$ cat config.mk
export PLATFORM = sky130hd
export DESIGN_NAME = scratchpad_stream_reader
export DESIGN_NICKNAME = d
export VERILOG_FILES = /design/src/rtl/tpu_dma_pkg.sv /design/src/rtl/stream_fifo.sv /design/src/rtl/scratchpad_stream_reader.sv
export SDC_FILE = /design/constraint.sdc
export NUM_CORES = 1
export LEC_CHECK = 0
export ABC_AREA = 1
export CELL_PAD_IN_SITES_DETAIL_PLACEMENT = 1
export CELL_PAD_IN_SITES_GLOBAL_PLACEMENT = 1
export CORE_UTILIZATION = 39
export CTS_CLUSTER_DIAMETER = 60
export DETAILED_ROUTE_END_ITERATION = 8
export HOLD_SLACK_MARGIN = 0.08
export PLACE_DENSITY_LB_ADDON = 0.08
export SYNTH_ARGS = -nofsm -noshare
export SYNTH_HDL_FRONTEND = slang
export SYNTH_SLANG_ARGS = --single-unit
$ cat constraint.sdc
create_clock -name clk -period 1.89 [get_ports clk]
set_input_delay 0.378 -clock clk [delete_from_list [all_inputs] [get_ports clk]]
set_output_delay 0.378 -clock clk [all_outputs]
set_load 0.05 [all_outputs]
$ cat src/rtl/tpu_dma_pkg.sv
// Shared types and constants for the tensorcore DMA engines.
// Latency: none, declarations only.
// Backpressure: none, declarations only.
package tpu_dma_pkg;

  typedef enum logic [1:0] {
    ST_IDLE = 2'd0,
    ST_RUN  = 2'd1,
    ST_DONE = 2'd2
  } dma_state_t;

  // Four entries cover the read round trip (issue, capture, present) at one beat per cycle.
  localparam int FIFO_DEPTH = 4;
  localparam int FIFO_CW    = $clog2(FIFO_DEPTH + 1);

  localparam int AXIS_DATA_WIDTH = 32;

  typedef struct packed {
    logic [AXIS_DATA_WIDTH-1:0] data;
    logic                       last;
  } axis_beat_t;

endpackage

$ cat src/rtl/stream_fifo.sv
// Small synchronous FIFO with head-of-queue visible combinationally.
// Latency: a push is visible at the head on the following cycle.
// Backpressure: none internally; the caller must never push when full or pop when empty.
module stream_fifo #(
  parameter int DATA_WIDTH = 32,
  parameter int DEPTH      = 4,
  localparam int AW        = (DEPTH > 1) ? $clog2(DEPTH) : 1,
  localparam int CW        = $clog2(DEPTH + 1)
) (
  input  logic                  clk,
  input  logic                  rst,
  input  logic                  push,
  input  logic [DATA_WIDTH-1:0] push_data,
  input  logic                  pop,
  output logic [CW-1:0]         count,
  output logic                  empty,
  output logic [DATA_WIDTH-1:0] head
);

  logic [DATA_WIDTH-1:0] mem [DEPTH];
  logic [AW-1:0]         wr_ptr;
  logic [AW-1:0]         rd_ptr;

  function automatic logic [AW-1:0] ptr_inc(input logic [AW-1:0] p);
    return (p == AW'(DEPTH - 1)) ? '0 : p + AW'(1);
  endfunction

  // Storage write; entries are only read after being written, so no reset is needed.
  always_ff @(posedge clk) begin
    if (push) mem[wr_ptr] <= push_data;
  end

  // Pointer and occupancy tracking.
  always_ff @(posedge clk or posedge rst) begin
    if (rst) begin
      wr_ptr <= '0;
      rd_ptr <= '0;
      count  <= '0;
    end else begin
      if (push) wr_ptr <= ptr_inc(wr_ptr);
      if (pop)  rd_ptr <= ptr_inc(rd_ptr);
      case ({push, pop})
        2'b10:   count <= count + CW'(1);
        2'b01:   count <= count - CW'(1);
        default: ;
      endcase
    end
  end

  assign empty = (count == '0);
  assign head  = mem[rd_ptr];

endmodule

$ cat src/rtl/scratchpad_stream_reader.sv
// Streams len scratchpad words (pointer 0..len-1) out as AXI-Stream with tlast on the final beat.
// Latency: start in cycle 0, first read in cycle 1, first beat in cycle 3, done one cycle after tlast.
// Backpressure: tready stalls the FIFO; reads are credit-limited so in-flight data always fits.
module scratchpad_stream_reader
  import tpu_dma_pkg::*;
#(
  parameter int ADDR_WIDTH = 13,
  parameter int DATA_WIDTH = 32,
  parameter int LEN_WIDTH  = 16
) (
  input  logic                  clk,
  input  logic                  rst,
  input  logic                  start,
  input  logic [LEN_WIDTH-1:0]  len,
  output logic                  busy,
  output logic                  done,
  output logic                  rd_en,
  output logic [15:0]           rd_pointer,
  input  logic [DATA_WIDTH-1:0] rd_data,
  output logic [DATA_WIDTH-1:0] m_axis_tdata,
  output logic                  m_axis_tvalid,
  input  logic                  m_axis_tready,
  output logic                  m_axis_tlast
);

  // The pointer port is 16 bits wide and the scratchpad does the base addition and wrap.
  if (ADDR_WIDTH < 1 || LEN_WIDTH > 16 || LEN_WIDTH < 1) begin : g_param_check
    $error("scratchpad_stream_reader: unsupported ADDR_WIDTH/LEN_WIDTH");
  end

  dma_state_t            state;
  logic [LEN_WIDTH-1:0]  len_q;
  logic [LEN_WIDTH-1:0]  issued;
  logic [LEN_WIDTH-1:0]  sent;
  logic                  inflight;
  logic [FIFO_CW-1:0]    fifo_count;
  logic                  fifo_empty;
  logic [DATA_WIDTH-1:0] fifo_head;
  logic [FIFO_CW:0]      credit_used;
  logic                  beat_fire;

  // Entries held plus the read still in flight must leave room before another read is issued.
  assign credit_used = {1'b0, fifo_count} + {{FIFO_CW{1'b0}}, inflight};

  assign rd_en      = (state == ST_RUN) && (issued < len_q)
                    && (credit_used < (FIFO_CW + 1)'(FIFO_DEPTH));
  assign rd_pointer = 16'(issued);

  assign m_axis_tvalid = !fifo_empty;
  assign m_axis_tdata  = fifo_empty ? '0 : fifo_head;
  assign m_axis_tlast  = m_axis_tvalid && (sent == len_q - LEN_WIDTH'(1));
  assign beat_fire     = m_axis_tvalid && m_axis_tready;

  assign busy = (state != ST_IDLE);
  assign done = (state == ST_DONE);

  stream_fifo #(
    .DATA_WIDTH (DATA_WIDTH),
    .DEPTH      (FIFO_DEPTH)
  ) u_fifo (
    .clk       (clk),
    .rst       (rst),
    .push      (inflight),
    .push_data (rd_data),
    .pop       (beat_fire),
    .count     (fifo_count),
    .empty     (fifo_empty),
    .head      (fifo_head)
  );

  // Transfer FSM with read-issue and beat counters; read data is captured the cycle after rd_en.
  always_ff @(posedge clk or posedge rst) begin
    if (rst) begin
      state    <= ST_IDLE;
      len_q    <= '0;
      issued   <= '0;
      sent     <= '0;
      inflight <= 1'b0;
    end else begin
      inflight <= rd_en;
      case (state)
        ST_IDLE: begin
          if (start) begin
            len_q  <= len;
            issued <= '0;
            sent   <= '0;
            state  <= (len == '0) ? ST_DONE : ST_RUN;
          end
        end
        ST_RUN: begin
          if (rd_en)     issued <= issued + LEN_WIDTH'(1);
          if (beat_fire) sent   <= sent + LEN_WIDTH'(1);
          if (beat_fire && m_axis_tlast) state <= ST_DONE;
        end
        ST_DONE: state <= ST_IDLE;
        default: state <= ST_IDLE;
      endcase
    end
  end

endmodule

**Word level (Yosys, flattened, before mapping)**

Memories as Yosys holds them, arrays and structs flattened.
Cells that the tools add are included.

- $add $sub $neg: 8
- $mul: 0
- Div/mod/pow operators: 0
- $lt $le $gt $ge: 2
- Eq/ne operators: 11
- Shift operators: 0
- Mux-type cells: 15
- Bitwise operators: 0
- Reduce and logical (&&, ||, !) cells: 16

Operators with widths:

| cell | count |
|---|---|
| $pmux W16 S2 | 2 |
| $mux W16 | 3 |
| $add A16 B1 Y16 const B | 2 |
| $mux W32 | 1 |
| $eq A16 B16 Y1 | 1 |
| $logic_not A16 Y1 | 1 |
| $lt A16 B16 Y1 | 1 |
| $sub A16 B1 Y16 const B | 1 |
| $mux W2 | 5 |
| $eq A2 B2 Y1 const B | 4 |
| $ne A2 B2 Y1 const B | 3 |
| $pmux W3 S2 | 1 |
| $reduce_and A3 Y1 | 2 |
| $reduce_bool A2 Y1 | 3 |
| $logic_and A1 B1 Y1 | 5 |
| $add A2 B1 Y2 const B | 2 |
| $add A3 B1 Y4 | 1 |
| $eq A2 B1 Y1 const B | 2 |
| $lt A4 B3 Y1 const B | 1 |
| $pmux W2 S2 | 1 |
| $reduce_and A2 Y1 | 2 |
| $add A3 B1 Y3 const B | 1 |
| $logic_not A3 Y1 | 1 |
| $sub A3 B1 Y3 const B | 1 |
| other kinds (4) | 5 |

- Register bits: 58
- Bits in latches: 0
- Memory bits (writable): 128
- Bits in read-only memories: 0
- Bits of input ports: 52
- Output and inout port bits: 53
- Word-level logic and storage cells: 61
- Memories: 1

Memory list:

| name | words | bits a word | read ports | clocked after Yosys merged registers in | wr ports | RTL line | RTL |
|---|---|---|---|---|---|---|---|
| u_fifo.mem | 4 | 32 | 1 | 0 | 1 | stream_fifo.sv:20 | `logic [DATA_WIDTH-1:0] mem [DEPTH];` |

**Longest topological paths before layout**

- Word-level depth: 6
- Mapped depth: 14
- Depth with buffers taken out: 14

**By module**

From an unflattened synthesis, not the netlist that was laid out.

- Cells, all modules: 1,003
- Area, all modules: 9,395.3 sq um

Modules (own cells, without submodules):

| module | instances | cells each | area an instance (sq um) | sequential area each (sq um) |
|---|---|---|---|---|
| stream_fifo | 1 | 426 | 5,492.8 | 4,018.9 |
| scratchpad_stream_reader | 1 | 577 | 3,902.5 | 1,276.2 |

**Worst setup path before layout**

Ideal clock, no wire load.

- Path type: reg2out
- From: register u_fifo.count[0]
- To: output m_axis_tlast
- Arrival time: 2,042 ps
- Required time: 1,512 ps
- Slack: -530 ps
- Cell stages (with the launch flop): 9
- Buffers on the path: 0
- Path through: dfrtp_1 nor3_4 inv_1 nand3_1 nor2_1 nand4_1 nor3_1 nand3_1 nor2_1

- Word-level cells in the longest chain between the ends: 3

RTL lines:

| what | RTL line | RTL |
|---|---|---|
| start: declaration | stream_fifo.sv:15 | `output logic [CW-1:0] count,` |
| start signal: assignment | stream_fifo.sv:43 | `2'b10: count <= count + CW'(1);` |
| start signal: assignment | stream_fifo.sv:44 | `2'b01: count <= count - CW'(1);` |
| $logic_not A3 Y1 | stream_fifo.sv:50 | `assign empty = (count == '0);` |
| $logic_not A1 Y1 | scratchpad_stream_reader.sv:49 | `assign m_axis_tvalid = !fifo_empty;` |
| via m_axis_tvalid | scratchpad_stream_reader.sv:21 | `output logic m_axis_tvalid,` |
| $logic_and A1 B1 Y1 | scratchpad_stream_reader.sv:51 | `assign m_axis_tlast = m_axis_tvalid && (sent == len_q - LEN_WIDTH'(1));` |
| end: declaration | scratchpad_stream_reader.sv:23 | `output logic m_axis_tlast` |

The timed path passes the listed nets, and every way through them passes these cells.

**Final worst setup path**

- From: register len_q[1]
- To: output m_axis_tlast

- Word-level cells in the longest chain between the ends: 3

RTL lines:

| what | RTL line | RTL |
|---|---|---|
| start: declaration | scratchpad_stream_reader.sv:32 | `logic [LEN_WIDTH-1:0] len_q;` |
| start signal: assignment | scratchpad_stream_reader.sv:84 | `len_q <= len;` |
| $sub A16 B1 Y16 | scratchpad_stream_reader.sv:51 |  |
| $eq A16 B16 Y1 | scratchpad_stream_reader.sv:51 |  |
| $logic_and A1 B1 Y1 | scratchpad_stream_reader.sv:51 |  |

Every way passes these cells.

==> results_dict.tcl <==
set metrics [dict create \
    initial_utilization_pct 39.92 \
    swShare_pct 45.64 \
    synth_top_area_cell "edfxtp_1" \
    netlist_area_um2 9094 \
    areaGrowthSynthToFinish_pct 65.26 \
    slew_headroom_pct 67.35 \
    filler_cell_count 2297 \
    endpoint "m_axis_tlast" \
    die_h_um 154.7 \
    cts-root-buf "clkbuf_16" \
    final_core_util_pct 65.98 \
    ant_nets 0 \
    grt_setup_unrepaired "yes" \
    status "finished, violations left" \
    syn_nets 1034 \
    insertion_delay_ns 0.45 \
    grt_pass1_wl_um 48440 \
    cts_hold_buf 0 \
    grtUsageMet1_pct 29.91 \
    crit_start "len_q[1]" \
    vdd_drop_max_mv 0.9498 \
    crit_path_end_kind "output pin" \
    power_frac_seq_pct 20.5 \
    clk_pin_slew_ns 0.08 \
    cp-start-kind "flop" \
    worstReg2RegStart "u_fifo.count[0]" \
    internal_power_w 0.01518 \
    ys_async_sr_fraction_pct 31.18 \
    rows 55 \
    grt_use_total_pct 27.20 \
    dieArea_um2 23930 \
    grt.overflow.total 0 \
    cts_buffer_depth 2 \
    die_w_um 154.7 \
    period_minus_slack_ns 2.669 \
    synth_area_per_cell_um2 9.502 \
    r2r_setup_slack_ns -0.33 \
    cts_num_sinks 186 \
    fin_skew_ns 0.01571 \
    ys_ff_latch 186 \
    p_leak_nw 5.840 \
    ys_warn_count 0 \
    netlist_top_cells_area "edfxtp_1, dfrtp_1, nor2_1" \
    drv_cap 0 \
    p_per_area_nw_per_um2 1858 \
    num_vias 8349 \
    htree_levels 4 \
    wl_um 37080 \
    port_buffers 104 \
    use_met2_pct 51.95 \
    ios 105 \
    final_max_slew_viol_count 0 \
    ys_seq_area_share_pct 58.23 \
    antenna_found_initial 0 \
    p_clk_share_pct 12.8 \
    worst_slack_ns -0.7794 \
    tightest_slew_ns 0.4898 \
    synth_cell_types 40 \
    grt_busiest_layer "met2" \
    crit_type "flop to output pin" \
    period_share_pct 141.2 \
    placed_cells 1454 \
    setup-tns-final_ns -19.02 \
    r2r_cells 16 \
    coreArea_um2 22780 \
    synth_edf_count 128 \
    place.gp.congestion 0.8225 \
    fin_nets 1300 \
    hold_class "input port to asynchronous set/reset pin" \
    drt-initial-drc-count 404 \
    dp_slack_ns -0.3278 \
    drc 0 \
    fin_area_um2 15030 \
    max_freq_mhz 374.6 \
    grt.met3_usage_pct 3.867 \
    pwr-share-comb_pct 66.7 \
    fin_cells 1549 \
    grt_pass1_vias 8674 \
    dp.final_hpwl_um 18310 \
    synth_top_area_share_pct 42.27 \
    numCtsBuffers 17 \
    cts_tree "done" \
    grt_max_degree 33 \
    setup_violations 68 \
    synth_ff_type "edfxtp_1" \
    crit_fanout 2 \
    switchingPower_w 0.01274 \
    hold_viol 0 \
    syn_inst 957 \
    worstPathArrival_ns 2.29 \
    violations "setup timing" \
    wire_per_inst_um 23.94 \
    rr_endpoint "sent[12]" \
    cp.required_ns 1.51 \
    placed_cell_area_um2 12040 \
    dr.pass1.iters 5 \
    viasPerCell 5.390 \
    drive_gt1_share_pct 48.26 \
]
## cell usage in the layout, fill, tap and decap left out, types with 4 or more instances in the layout
master	n
nand3_1	21
clkbuf_16	19
a21oi_1	8
nand2_1	131
buf_8	5
nor3_2	5
ha_1	14
o21ai_4	5
a21oi_4	24
nor4_1	7
o21ai_0	27
o21ai_2	53
inv_1	65
nand2_8	6
inv_8	4
buf_4	124
xnor2_1	10
nand2_2	18
buf_12	59
nand4_1	8
dfrtp_2	16
ha_4	10
nand3_2	15
inv_6	5
buf_6	19
inv_2	6
xor2_1	18
nor2_1	72
dfrtp_1	42
clkdlybuf4s50_1	51
buf_16	17
nand2_4	7
nor2_4	61
edfxtp_1	128
o21ai_1	21
nor3_1	11
a21oi_2	21
nor2_2	69
## worst min path at each step
stage               depth (start not counted)       endpoint  slack [ns]     from
finish                                      2  rd_pointer[4]        0.20      rst
CTS                                         2  rd_pointer[4]        0.20      rst
floorplan                                   1        sent[4]        0.48  sent[4]
global route                                2  rd_pointer[4]        0.23      rst
detailed placement                          1        sent[4]        0.52  sent[4]
global placement                            1        sent[4]        0.51  sent[4]
## worst max-delay path, stage by stage, from the launching register on
cell	delay (ns)
dfrtp_1	0.38
inv_2	0.07
ha_4	0.25
xor2_1	0.18
nand3_1	0.14
nor2_2	0.15
nand4_1	0.11
nor3_2	0.20
nand3_2	0.10
nor2_4	0.13
buf_12	0.15
## cell families after synthesis
| kind of cell | after synthesis | synth area share (%) |
|---|---|---|
| AOI/OAI and AO/OA | 167 | 9.411 |
| xor gates and xnor gates | 30 | 2.889 |
| buffers and inverters | 111 | 4.843 |
| DFF | 186 | 58.23 |
| adders and majority gates | 25 | 3.522 |
| and+or+nand+nor | 438 | 21.11 |
## sequential cells by signal (all words and copies together) (netlist names)
name / flops
len_q: 16
u_fifo.count: 3
inflight: 1
u_fifo.wr_ptr: 2
u_fifo.mem: 128
sent: 16
u_fifo.rd_ptr: 2
rd_pointer: 16
state: 2
## Yosys cell counts (4+ instances only)
cell type / n
clkbuf_1: 19
buf_1: 5
nor2_4: 4
nor3_1: 14
nand3_1: 36
o21ai_1: 4
buf_2: 7
nor2_1: 191
edfxtp_1: 128
nor2_2: 7
nand2_1: 153
inv_1: 74
xor2_1: 19
ha_1: 24
dfrtp_1: 58
a21oi_1: 53
o21ai_0: 102
xnor2_1: 11
nor4_1: 8
nand4_1: 8
## power groups by stage
stage | clock network (W) | registers, W | logic (W)
2_1_floorplan | 0 | 0.00565 | 0.00701
3_3_place_gp | 0 | 0.00556 | 0.0127
3_5_place_dp | 0 | 0.00560 | 0.0129
4_1_cts | 0.00351 | 0.00557 | 0.0159
5_1_grt | 0.00373 | 0.00578 | 0.0194
6_report | 0.00358 | 0.00573 | 0.0186
## routing by layer
layer | routed length [um] | part of all wire, %
met1 | 13920 | 38
met2 | 20310 | 55
met4 | 1447 | 3.9
met5 | 0 | 0
met3 | 1405 | 3.8
## cell type report
cell class | instances | area, um2 | area share, %
sequential | 186 | 5315 | 35.37
multi-input combinational | 663 | 5007 | 33.32
timing repair buffer | 277 | 3430 | 22.82
clock buffer | 17 | 425.4 | 2.831
tap | 313 | 391.6 | 2.606
inverter | 78 | 325.3 | 2.165
clock inverter | 14 | 131.4 | 0.8742
antenna | 1 | 2.502 | 0.01665
## repair_timing
item                                    4_1_cts  5_1_grt
resized for setup                           213      268
endpoints found under the setup margin       56       71
pin swaps                                    59      146
endpoints found under the hold margin         0        0
cloned                                       18        3
setup buffers                                22       26
## metrics by stage
step | hold WS (ns) | total power, W
2_1_floorplan | 0.4761 | 0.01266
3_3_place_gp | 0.5126 | 0.01822
3_5_place_dp | 0.5207 | 0.01846
4_1_cts | 0.1971 | 0.02501
5_1_grt | 0.2334 | 0.02892
6_report | 0.1969 | 0.02792
(Power assumes the default switching activity.)
==> edit, RTL diff (same flow settings) <==
`DATA_WIDTH` is set to 32 in 2 places; all go to 16.
--- a/src/rtl/stream_fifo.sv
+++ b/src/rtl/stream_fifo.sv
@@ -4,3 +4,3 @@
 module stream_fifo #(
-  parameter int DATA_WIDTH = 32,
+  parameter int DATA_WIDTH = 16,
   parameter int DEPTH      = 4,
--- a/src/rtl/scratchpad_stream_reader.sv
+++ b/src/rtl/scratchpad_stream_reader.sv
@@ -7,3 +7,3 @@
   parameter int ADDR_WIDTH = 13,
-  parameter int DATA_WIDTH = 32,
+  parameter int DATA_WIDTH = 16,
   parameter int LEN_WIDTH  = 16
Interface: changed (resized m_axis_tdata and rd_data); port bits go from 105 to 73. No check against the original RTL was run, so the function may have changed too.
==> edit against the original RTL <==
  * The run still ends with setup timing left
  * Wire length decreased by 28%
  * Total power decreased by 32%
  * Critical path depth increased by 1
  * Cell count shrank 22%
  * Worst setup slack got worse by 0.097 ns
  * Synthesized area is 28% lower
  * Sequential share of layout area down 3.7 points
  * Count of clock-buffer cells in the layout is 1 higher
  * Register-to-register slack worse by 0.22 ns
  * Sequential cell count is 64 lower
  * Fmax is 3.5% lower
  * Design area fell by 29%
  * Clock power down 3%
  * Largest cell class is now multi-input gates
  * Highest routed layer unchanged
==> edit: results (changes against the original RTL) <==
{
  "sta": {
    "worst_clock_skew": {"value": 0.009375, "unit": "ns", "change": "-0.006339 ns"},
    "finalHoldWorstSlack": {"value": 0.3357, "unit": "ns", "change": "+0.1388 ns"},
    "final_worst_slack": {"value": -0.8764, "unit": "ns", "change": "-0.09708 ns"},
    "timing.final.setup_violations": {"value": 43, "change": "-37%"},
    "worst_slew_pin_slew": {"value": 0.4552, "unit": "ns", "change": "-0.03455 ns"}
  },
  "cells_and_area": {
    "clockNetworkAreaShare": {"value": 5.711, "unit": "%", "change": "+2.0 points"},
    "fill_cells": {"value": 1691, "change": "-26%"},
    "drive_above_1_share": {"value": 45.41, "unit": "%", "change": "-2.9 points"},
    "num_antenna_cells": {"value": 0, "change": "-1"},
    "nNonClkBuffers": {"value": 229, "change": "-17%"},
    "layout.nets": {"value": 1039, "change": "-20%"},
    "final-nonclk-buf-share": {"value": 21.57, "unit": "%", "change": "-1.2 points"},
    "seqAreaFraction": {"value": 31.64, "unit": "%", "change": "-3.7 points"},
    "non_clock_inverter_count": {"value": 81, "change": "+3.8%"}
  },
  "synthesis": {
    "most_common_library_cells_after_synthesis": "nand2_1, nor2_1, inv_1",
    "synth_xor_area_share": {"value": 4.095, "unit": "%", "change": "+1.2 points"},
    "synthesis.area_per_instance": {"value": 8.695, "unit": "um^2", "change": "-8.5%"},
    "synth-adder-area-share": {"value": 4.899, "unit": "%", "change": "+1.4 points"},
    "yosys-top-cells-area": "edfxtp_1, dfrtp_1, nand2_1",
    "synth_sequential_area_ratio": {"value": 51.59, "unit": "%", "change": "-6.6 points"},
    "ys_ff_latch": {"value": 122, "change": "-34%"}
  },
  "placement": {
    "io_buffer_count": {"value": 72, "change": "-31%"},
    "post-place-cells": {"value": 1135, "change": "-22%"}
  },
  "power": {
    "leakagePower": {"value": 4.600, "unit": "nW", "change": "-21%"},
    "proportion_of_power_drawn_by_flip_flops_and_latches": {"value": 20.3, "unit": "%", "change": "-0.2 points"}
  },
  "worst_setup_path": {
    "reg2reg_setup_slack": {"value": -0.55, "unit": "ns", "change": "-0.22 ns"},
    "ff2ff_path_depth": {"value": 19, "change": "+3"},
    "crit_path_dat": {"value": 2.39, "unit": "ns", "change": "+0.10 ns"},
    "worst-path-max-fanout": {"value": 3, "change": "+1"},
    "regToRegStartpoint": "len_q[1]"
  },
  "grt": {
    "grt_util_met2": {"value": 52.47, "unit": "%", "change": "+0.52 points"},
    "global_route.usage.total": {"value": 28.04, "unit": "%", "change": "+0.84 points"},
    "use_met1": {"value": 32.03, "unit": "%", "change": "+2.1 points"},
    "grt_use_met3": {"value": 4.205, "unit": "%", "change": "+0.34 points"},
    "grt_pass1_wl": {"value": 37430, "unit": "um", "change": "-23%"}
  },
  "outcome": {
    "failed_checks": "setup timing",
    "status": "finished, violations left"
  },
  "detailed_routing": {
    "finalWirelength": {"value": 26530, "unit": "um", "change": "-28%"}
  }
}
[edit: stage by stage]
| step | setup TNS, ns | total power [mW] |
|---|---|---|
| after floorplan | -1.840 | 8.296 |
| after global placement | -3.839 | 11.17 |
| after detailed placement | -5.655 | 11.49 |
| after CTS | -10.20 | 17.41 |
| after global routing | -17.93 | 19.72 |
| final | -14.18 | 19.00 |
[edit: cells by family after synthesis]
logic type	count (synthesis)
AOI/OAI and AO/OA	116
and+or+nand+nor	357
adders and majority gates	25
xor gates and xnor gates	29
buffers and inverters	103
DFF	122
[edit: critical path: stages (launching register included)]
cell,delay (ns)
dfrtp_1,0.43
nor2_1,0.20
nand2_4,0.10
nor2_2,0.14
xor2_1,0.23
inv_1,0.09
nor2_1,0.14
nand3_1,0.12
nor2_2,0.13
nand3_2,0.11
nor2_4,0.10
buf_6,0.16
[edit: timing repair]
item / in CTS / in global routing
pin swaps: 32 / 76
endpoints found under the setup margin: 36 / 56
cloned: 12 / 0
gates resized for setup: 160 / 179
buffers inserted: 16 / 23
